File: src/rtl/system_pkg.sv
// Shared system constants: memory-map addresses of the UART registers and the
// receive FIFO depth used by the decoder and the UART receive buffer.
package system_pkg;

  localparam logic [15:0] ADDR_UART_DATA      = 16'h0400;
  localparam logic [15:0] ADDR_UART_RX_STATUS = 16'h0401;
  localparam logic [15:0] ADDR_UART_TX_STATUS = 16'h0402;
  localparam int          UART_FIFO_DEPTH     = 16;

endpackage

File: src/rtl/uart_rx_fifo.sv
// Receive byte FIFO between uart_rx and the memory-map decoder.
// Each rising edge of the uart_rx ready level enqueues one byte; the core
// drains bytes with I_pop (read of the data register). The head byte is
// presented first-word fall-through and reads as 0 while the FIFO is empty.
// A push into a full FIFO with no simultaneous pop is dropped and latches the
// sticky overflow flag until I_clear_ovf.
module uart_rx_fifo
  import system_pkg::*;
#(
  parameter int DEPTH = UART_FIFO_DEPTH,  // power of two, at least 2
  parameter int AW    = $clog2(DEPTH)
) (
  input  logic          I_clk,
  input  logic          I_reset,
  input  logic          I_rx_ready,
  input  logic [7:0]    I_rx_data,
  input  logic          I_pop,
  input  logic          I_clear_ovf,
  output logic [7:0]    O_data,
  output logic          O_data_ready,
  output logic          O_full,
  output logic [AW:0]   O_count,
  output logic          O_overflow
);

  localparam logic [AW:0]   FULL_CNT = (AW+1)'(DEPTH);
  localparam logic [AW:0]   CNT_ONE  = (AW+1)'(1);
  localparam logic [AW-1:0] PTR_ONE  = AW'(1);

  logic [7:0]    mem_q [DEPTH];
  logic [AW-1:0] wr_ptr_q, wr_ptr_d;
  logic [AW-1:0] rd_ptr_q, rd_ptr_d;
  logic [AW:0]   count_q, count_d;
  logic          ovf_q, ovf_d;
  logic          rx_q;

  logic empty, full, push, pop_ok, push_ok, drop;

  // Occupancy flags come from the registered count only: with AW-bit pointers
  // equal pointers mean either empty or full, so the count breaks the tie.
  assign empty = (count_q == '0);
  assign full  = (count_q == FULL_CNT);

  // One push per uart_rx byte, however long its ready level stays high.
  assign push    = I_rx_ready & ~rx_q;
  assign pop_ok  = I_pop & ~empty;
  // When full, a same-cycle pop frees the slot the push is written into.
  assign push_ok = push & (~full | pop_ok);
  assign drop    = push & full & ~pop_ok;

  // Next-state for pointers, occupancy and the sticky overflow flag.
  always_comb begin
    wr_ptr_d = wr_ptr_q;
    rd_ptr_d = rd_ptr_q;
    count_d  = count_q;
    ovf_d    = ovf_q;
    if (push_ok) wr_ptr_d = wr_ptr_q + PTR_ONE;
    if (pop_ok)  rd_ptr_d = rd_ptr_q + PTR_ONE;
    if (push_ok && !pop_ok)      count_d = count_q + CNT_ONE;
    else if (!push_ok && pop_ok) count_d = count_q - CNT_ONE;
    // A drop in the same cycle as a clear leaves the flag set.
    if (drop)             ovf_d = 1'b1;
    else if (I_clear_ovf) ovf_d = 1'b0;
  end

  // Control state with asynchronous active-low reset; queued bytes are discarded.
  always_ff @(posedge I_clk or negedge I_reset) begin
    if (!I_reset) begin
      rx_q     <= 1'b0;
      wr_ptr_q <= '0;
      rd_ptr_q <= '0;
      count_q  <= '0;
      ovf_q    <= 1'b0;
    end else begin
      rx_q     <= I_rx_ready;
      wr_ptr_q <= wr_ptr_d;
      rd_ptr_q <= rd_ptr_d;
      count_q  <= count_d;
      ovf_q    <= ovf_d;
    end
  end

  // Byte storage, left unreset so it can map onto distributed RAM.
  always_ff @(posedge I_clk) begin
    if (push_ok) mem_q[wr_ptr_q] <= I_rx_data;
  end

  assign O_data       = empty ? 8'h00 : mem_q[rd_ptr_q];
  assign O_data_ready = ~empty;
  assign O_full       = full;
  assign O_count      = count_q;
  assign O_overflow   = ovf_q;

endmodule

File: config.mk
export PLATFORM = sky130hd
export DESIGN_NAME = uart_rx_fifo
export DESIGN_NICKNAME = d
export VERILOG_FILES = /design/src/rtl/system_pkg.sv /design/src/rtl/uart_rx_fifo.sv
export SDC_FILE = /design/constraint.sdc
export NUM_CORES = 1
export LEC_CHECK = 0
export ABC_AREA = 1
export BUFFER_PORTS_ARGS = -buffer_cell sky130_fd_sc_hd__buf_2
export CAP_MARGIN = 20
export CORE_UTILIZATION = 40
export DETAILED_ROUTE_END_ITERATION = 8
export PLACE_DENSITY = 0.64
export SYNTH_ARGS = -nofsm -noshare
export SYNTH_HDL_FRONTEND = slang
export SYNTH_SLANG_ARGS = --single-unit
File: constraint.sdc
create_clock -name I_clk -period 3.16 [get_ports I_clk]
set_clock_uncertainty 0.1 [all_clocks]
set_input_delay 0.474 -clock I_clk [delete_from_list [all_inputs] [get_ports I_clk]]
set_output_delay 0.474 -clock I_clk [all_outputs]
set_load 0.05 [all_outputs]
==> flow_summary_export.csv, run 1 <==
group,metric,value,unit
synth,synth_cells,539,
sta,finalHoldViolCount,0,
floorplanning,die_h,125.6,µm
critical_path,worstPathArrival,2.38,ns
critical_path,r2r_end,"O_count[4]",
power,powerDensity,984.0,mW/mm²
sta,setup_viol,0,
sta,setup_ws,0.2088,ns
grt,grt_pass1_vias,3995,
critical_path,ff2ff_path_depth,14,
flow_run,maxCapViolCount,0,
sta,drv_slew,0,
critical_path,endpoint_kind,"output pin",
detailed_routing,via_per_inst,5.146,
sta,tns,0,ns
sta,relSlewSlack,0.5402,
power,leakagePower,2.722,nW
detailed_routing,drc,1,
grt,overflow,0,
clocking,cts_tree,"yes",
critical_path,crit_buf_inv,3,
detailed_routing,dr.pass1.iters,7,
finish,regArea,0.004220,mm²
floorplanning,core-area,0.01470,mm²
floorplanning,pin_count,29,
finish,fin_area,0.007049,mm²
sta,fmax,338.8,MHz
sta,period_needed,2.951,ns
synth,yosysWarnings,0,
floorplanning,rows,44,
critical_path,critPathMaxFanout,33,
grt,grt_pass1_wl,22360,µm
grt,gr-usage-all-layers,0.1897,
placed_design,dp_slack,0.5576,ns
synth,synth.top_cell.area_share,0.6287,
synth,yosys.area.top_type,"edfxtp_1",
critical_path,cp_top_family,"buffers and inverters",
grt,antenna_found_initial,0,
placed_design,dpl_cell_area,0.006492,mm²
min_path,hold_end,"rx_q",
clocking,cts_max_level,4,
power,vdd_drop_max,0.4345,mV
synth,synthesis.nets,562,
finish,area_growth,15.31,%
synth,syn_area_per_cell,11.34,µm²
synth,post_synth_main_area_contributors,"edfxtp_1 (63%), nand2_1 (11%), nand3_1 (8.4%)",
finish,final_cell_mix,"nand2_1 (186), edfxtp_1 (128), nand3_1 (103), buf_2 (28), buf_4 (22)",
clocking,cts-resized-gates,0,
grt,grt_max_degree,66,
placed_design,dp_hpwl,8704,µm
detailed_routing,routed_wl,13850,µm
min_path,holdCritPathClass,"primary input to flop",
floorplanning,start_util,0.4159,
finish,diodes,0,
clocking,clock_latency,0.41,ns
synth,syn_area,0.006113,mm²
finish,final_nets,606,
synth,synthDistinctLibCells,24,
critical_path,r2r_setup_slack,0.54,ns
clocking,clockBufferDepth,2,
clocking,clk_pin_slew,0.06,ns
floorplanning,die_w,125.6,µm
min_path,min_from,"I_rx_ready",
detailed_routing,drtIter0Drc,429,
critical_path,path_cells,"buf_4 > inv_2 > nand3_1 > nand3_1 > nand2_1 > nand2_1 > a21oi_1 > buf_2",
status,outcome,"finished with violations",
clocking,numCtsBuffers,17,
sta,rsz0062_at_grt,"no",
synth,yosysSeqAreaShare,0.6901,
sta,period_share,0.9339,
finish,layout_commonest_cell,"nand2_1",
floorplanning,dieArea,0.01578,mm²
critical_path,worstSetupStartpointType,"flop",
status,violations,"DRC",
sta,worst_pin_slew,0.6888,ns
placed_design,gp_congestion,0.8035,
clocking,cts.sinks,143,
finish,drive_above_1_share,0.1527,
placed_design,port_buffers,28,
critical_path,worstSetupPathType,"flop to output pin",
clocking,cts_root_buffer,"clkbuf_16",
critical_path,critical_path_required,2.59,ns
detailed_routing,drt-wirelength-per-cell,17.76,µm
finish,fill_cells,1267,
detailed_routing,vias,4014,
min_path,hold_path_depth,1,
detailed_routing,drtAntennaViolNets,0,
finish,multiInputGateArea,0.001635,mm²
synth,ys_seq_elements,143,
critical_path,r2r_start,"O_count[1]",
critical_path,slowest_delay,0.52,ns
critical_path,crit_slowest_cell,"inv_2",
-- timing repair --
| action | CTS | global route |
|---|---|---|
| endpoints found under the hold margin | 15 | 0 |
| setup endpoints to repair | 0 | 0 |
| setup buffers | 0 | 0 |
| hold buffers | 1 | 0 |
-- area by class of cell --
| type | count | area share |
|---|---|---|
| clock inverters | 13 | 0.01615 |
| repair buffers | 52 | 0.04757 |
| clock buffers | 19 | 0.06141 |
| multi-input cells | 348 | 0.2320 |
| well taps | 184 | 0.03266 |
| inverters | 21 | 0.01154 |
| flip-flops and latches | 143 | 0.5987 |
-- worst register-to-register path: stages, from the launching register on --
cell and delay [ns]:
dfrtp_1 0.44, nor2_1 0.12, nand2_1 0.13, nor2_4 0.25, inv_2 0.09, nand2_2 0.13, ha_1 0.20, inv_1 0.10
fa_1 0.40, nand2_1 0.09, nand2_1 0.06, a21oi_1 0.15, xor2_1 0.17, nand2_1 0.06, nand2_1 0.06
-- how the worst max path moves through the flow --
stage,from,end,slack (ns),cells past startpoint
floorplan,O_count[1],O_count[4],0.17,16
global placement,O_count[1],O_count[4],0.66,14
detailed placement,O_count[1],O_count[4],0.56,14
CTS,rd_ptr_q[1],O_data[0],0.23,8
global route,rd_ptr_q[1],O_data[7],0.08,8
finish,rd_ptr_q[1],O_data[0],0.21,8
-- per-stage QoR --
stage | instances | power, mW | utilization | hold slack [ns]
2_1_floorplan | 539 | 4.443 | - | 0.07841
3_3_place_gp | 746 | 5.093 | 0.4412 | 0.3117
3_5_place_dp | 747 | 5.135 | 0.4417 | 0.3188
4_1_cts | 780 | 6.969 | 0.4796 | 0.07309
5_1_grt | 780 | 7.336 | 0.4796 | 0.07080
6_report | 780 | 6.937 | 0.4796 | 0.08553
-- flip-flops by register name, summed over array words and instances, names as in the netlist --
name and flops:
O_overflow 1, rx_q 1, O_count 5, wr_ptr_q 4, rd_ptr_q 4, mem_q 128
-- cells by family (layout without fill, tap and decap cells) --
group	after synthesis	in the layout	share of synthesized area
flip-flops	143	143	0.6901
adder cells (fa/ha/maj)	10	10	0.02170
AO/OA/AOI/OAI	15	15	0.01289
XOR/XNOR	10	10	0.01433
AND/OR/NAND/NOR	313	313	0.2186
buffers and inverters	48	105	0.04236
-- cells in the mapped netlist (all sizes together) --
master    n
ha        9
edfxtp  128
buf      26
xnor2     2
nand2   187
o21ai     5
xor2      8
nor3     16
inv      21
fa        1
nor2      7
nand3   103
dfrtp    15
a21oi    10
clkbuf    1
-- report_power, final --
part	switching [mW]	total [mW]	internal, mW	leakage (nW)
combinational	1.98	2.71	0.731	1.13
sequential	0.170	2.39	2.22	1.33
clock	0.754	1.83	1.08	0.259
-- layer usage --
layer | vias to the layer above | global-route usage | routed length, µm
li1 | 1946 | - | -
met1 | 1919 | 0.2586 | 6051
met2 | 133 | 0.3003 | 6807
met3 | 16 | 0.04843 | 825
met4 | 0 | 0.05595 | 169
met5 | - | 0 | 0
No activity file was read; power rests on OpenSTA's default activity.
==> run 2, diff against run 1 <==
- REMOVE_ABC_BUFFERS: unset -> 1
==> run 2 against run 1 <==
Net effect:
- non-clock buffer count rose by 1
- total power fell by 1.2%
- global-route usage fell by 0.29 points
- maximum frequency rose by 2.0%
- routed wire length barely moved
- the flow still finishes with violations (DRC)
==> flow_summary_export.csv, run 2 (synthesized netlist as in run 1, its figures left out) <==
group,metric,value,unit
grt,gr-usage-all-layers,0.1869,
finish,final_nets,607,
floorplanning,dieArea,0.01578,mm²
floorplanning,start_util,0.4159,
critical_path,cp_top_family,"buffers and inverters",
finish,diodes,0,
floorplanning,pin_count,29,
detailed_routing,drc,1,
detailed_routing,drtIter0Drc,320,
clocking,clk_pin_slew,0.06,ns
critical_path,critical_path_required,2.59,ns
sta,setup_viol,0,
critical_path,path_cells,"buf_4 > inv_2 > nand3_1 > nand3_1 > nand2_1 > nand2_1 > a21oi_1 > buf_2",
clocking,clock_latency,0.41,ns
clocking,cts.sinks,143,
power,vdd_drop_max,0.7843,mV
sta,setup_ws,0.2675,ns
placed_design,gp_congestion,0.8514,
detailed_routing,dr.pass1.iters,7,
detailed_routing,drtAntennaViolNets,0,
sta,drv_slew,0,
critical_path,endpoint_kind,"output pin",
finish,max_flop_register,"mem_q",
critical_path,critPathMaxFanout,33,
clocking,numCtsBuffers,17,
sta,period_needed,2.893,ns
critical_path,worstSetupStartpointType,"flop",
finish,largest_reg_flops,128,
placed_design,dp_hpwl,8519,µm
sta,relSlewSlack,0.5576,
sta,worst_pin_slew,0.6626,ns
finish,layout_commonest_cell,"nand2_1",
status,outcome,"finished with violations",
critical_path,worstPathArrival,2.32,ns
floorplanning,core-area,0.01470,mm²
clocking,cts_root_buffer,"clkbuf_16",
placed_design,port_buffers,28,
detailed_routing,drt-wirelength-per-cell,17.74,µm
min_path,holdCritPathClass,"primary input to flop",
detailed_routing,via_per_inst,5.210,
flow_run,maxCapViolCount,0,
detailed_routing,vias,4069,
grt,grt_pass1_wl,21820,µm
clocking,cts_tree,"yes",
floorplanning,die_h,125.6,µm
critical_path,worstSetupPathType,"flop to output pin",
clocking,cts_max_level,4,
sta,period_share,0.9154,
placed_design,dp_slack,0.6171,ns
critical_path,crit_slowest_cell,"inv_2",
critical_path,crit_buf_inv,3,
sta,fmax,345.7,MHz
sta,finalHoldViolCount,0,
status,violations,"DRC",
grt,overflow,0,
floorplanning,rows,44,
grt,grt_pass1_vias,4057,
critical_path,slowest_delay,0.50,ns
detailed_routing,routed_wl,13860,µm
power,powerDensity,975.1,mW/mm²
grt,antenna_found_initial,0,
grt,grt_max_degree,67,
sta,rsz0062_at_grt,"no",
clocking,clockBufferDepth,2,
finish,final_cell_mix,"nand2_1 (186), edfxtp_1 (128), nand3_1 (103), buf_2 (28), buf_4 (21)",
floorplanning,die_w,125.6,µm
finish,drive_above_1_share,0.1457,
finish,area_growth,14.98,%
power,leakagePower,2.714,nW
sta,fin_hold_ws,0.08086,ns
-- run 2: path summary, 6_finish.rpt --
check / start / to / slack (ns) / cells after the start
worst min-delay path: I_rx_ready / rx_q / 0.08 / 1
max in group asynchronous: I_reset / rd_ptr_q[0] / 2.24 / 2
worst max-delay path: rd_ptr_q[1] / O_data[5] / 0.27 / 8
min in group asynchronous: I_reset / O_count[1] / 0.41 / 2
worst max register to register: O_count[1] / O_count[4] / 0.61 / 14
worst min register to register: O_overflow / O_overflow / 0.43 / 2
-- run 2: area by class of cell --
type,count,area (µm²)
clock buffer,24,451.7
clock inverter,8,42.54
fill,1293,7670
inverter,21,81.33
multi-input combinational,348,1635
sequential,143,4220
tap,184,230.2
timing repair buffer,53,367.9
-- run 2: power by group --
group          internal, mW  switching, mW
Clock                 0.989          0.707
Sequential             2.22          0.146
Combinational         0.777           2.01
-- run 2: through the flow --
| step | power (mW) | util | setup TNS (ns) | instance area [µm²] | cells |
|---|---|---|---|---|---|
| after global placement | 5.127 | 0.4439 | 0 | 6525 | 748 |
| after floorplan | 4.267 | - | -2.395 | 5936 | 512 |
| after detailed placement | 5.183 | 0.4439 | 0 | 6525 | 748 |
| final | 6.855 | 0.4782 | 0 | 7029 | 781 |
| after CTS | 6.888 | 0.4782 | 0 | 7029 | 781 |
| after global routing | 7.246 | 0.4782 | 0 | 7029 | 781 |
-- run 2: what timing repair did --
item                                   in CTS  in global routing
hold buffers                                1                  0
endpoints found under the hold margin      15                  0
setup buffers                               0                  0
gates resized for setup                     0                  0
-- run 2: metal layers --
layer	track usage	part of all wire	vias up
met5	0	0	-
met4	0.07461	0.017	0
met3	0.04291	0.059	19
met2	0.2928	0.47	135
met1	0.2526	0.46	1965
li1	-	-	1950
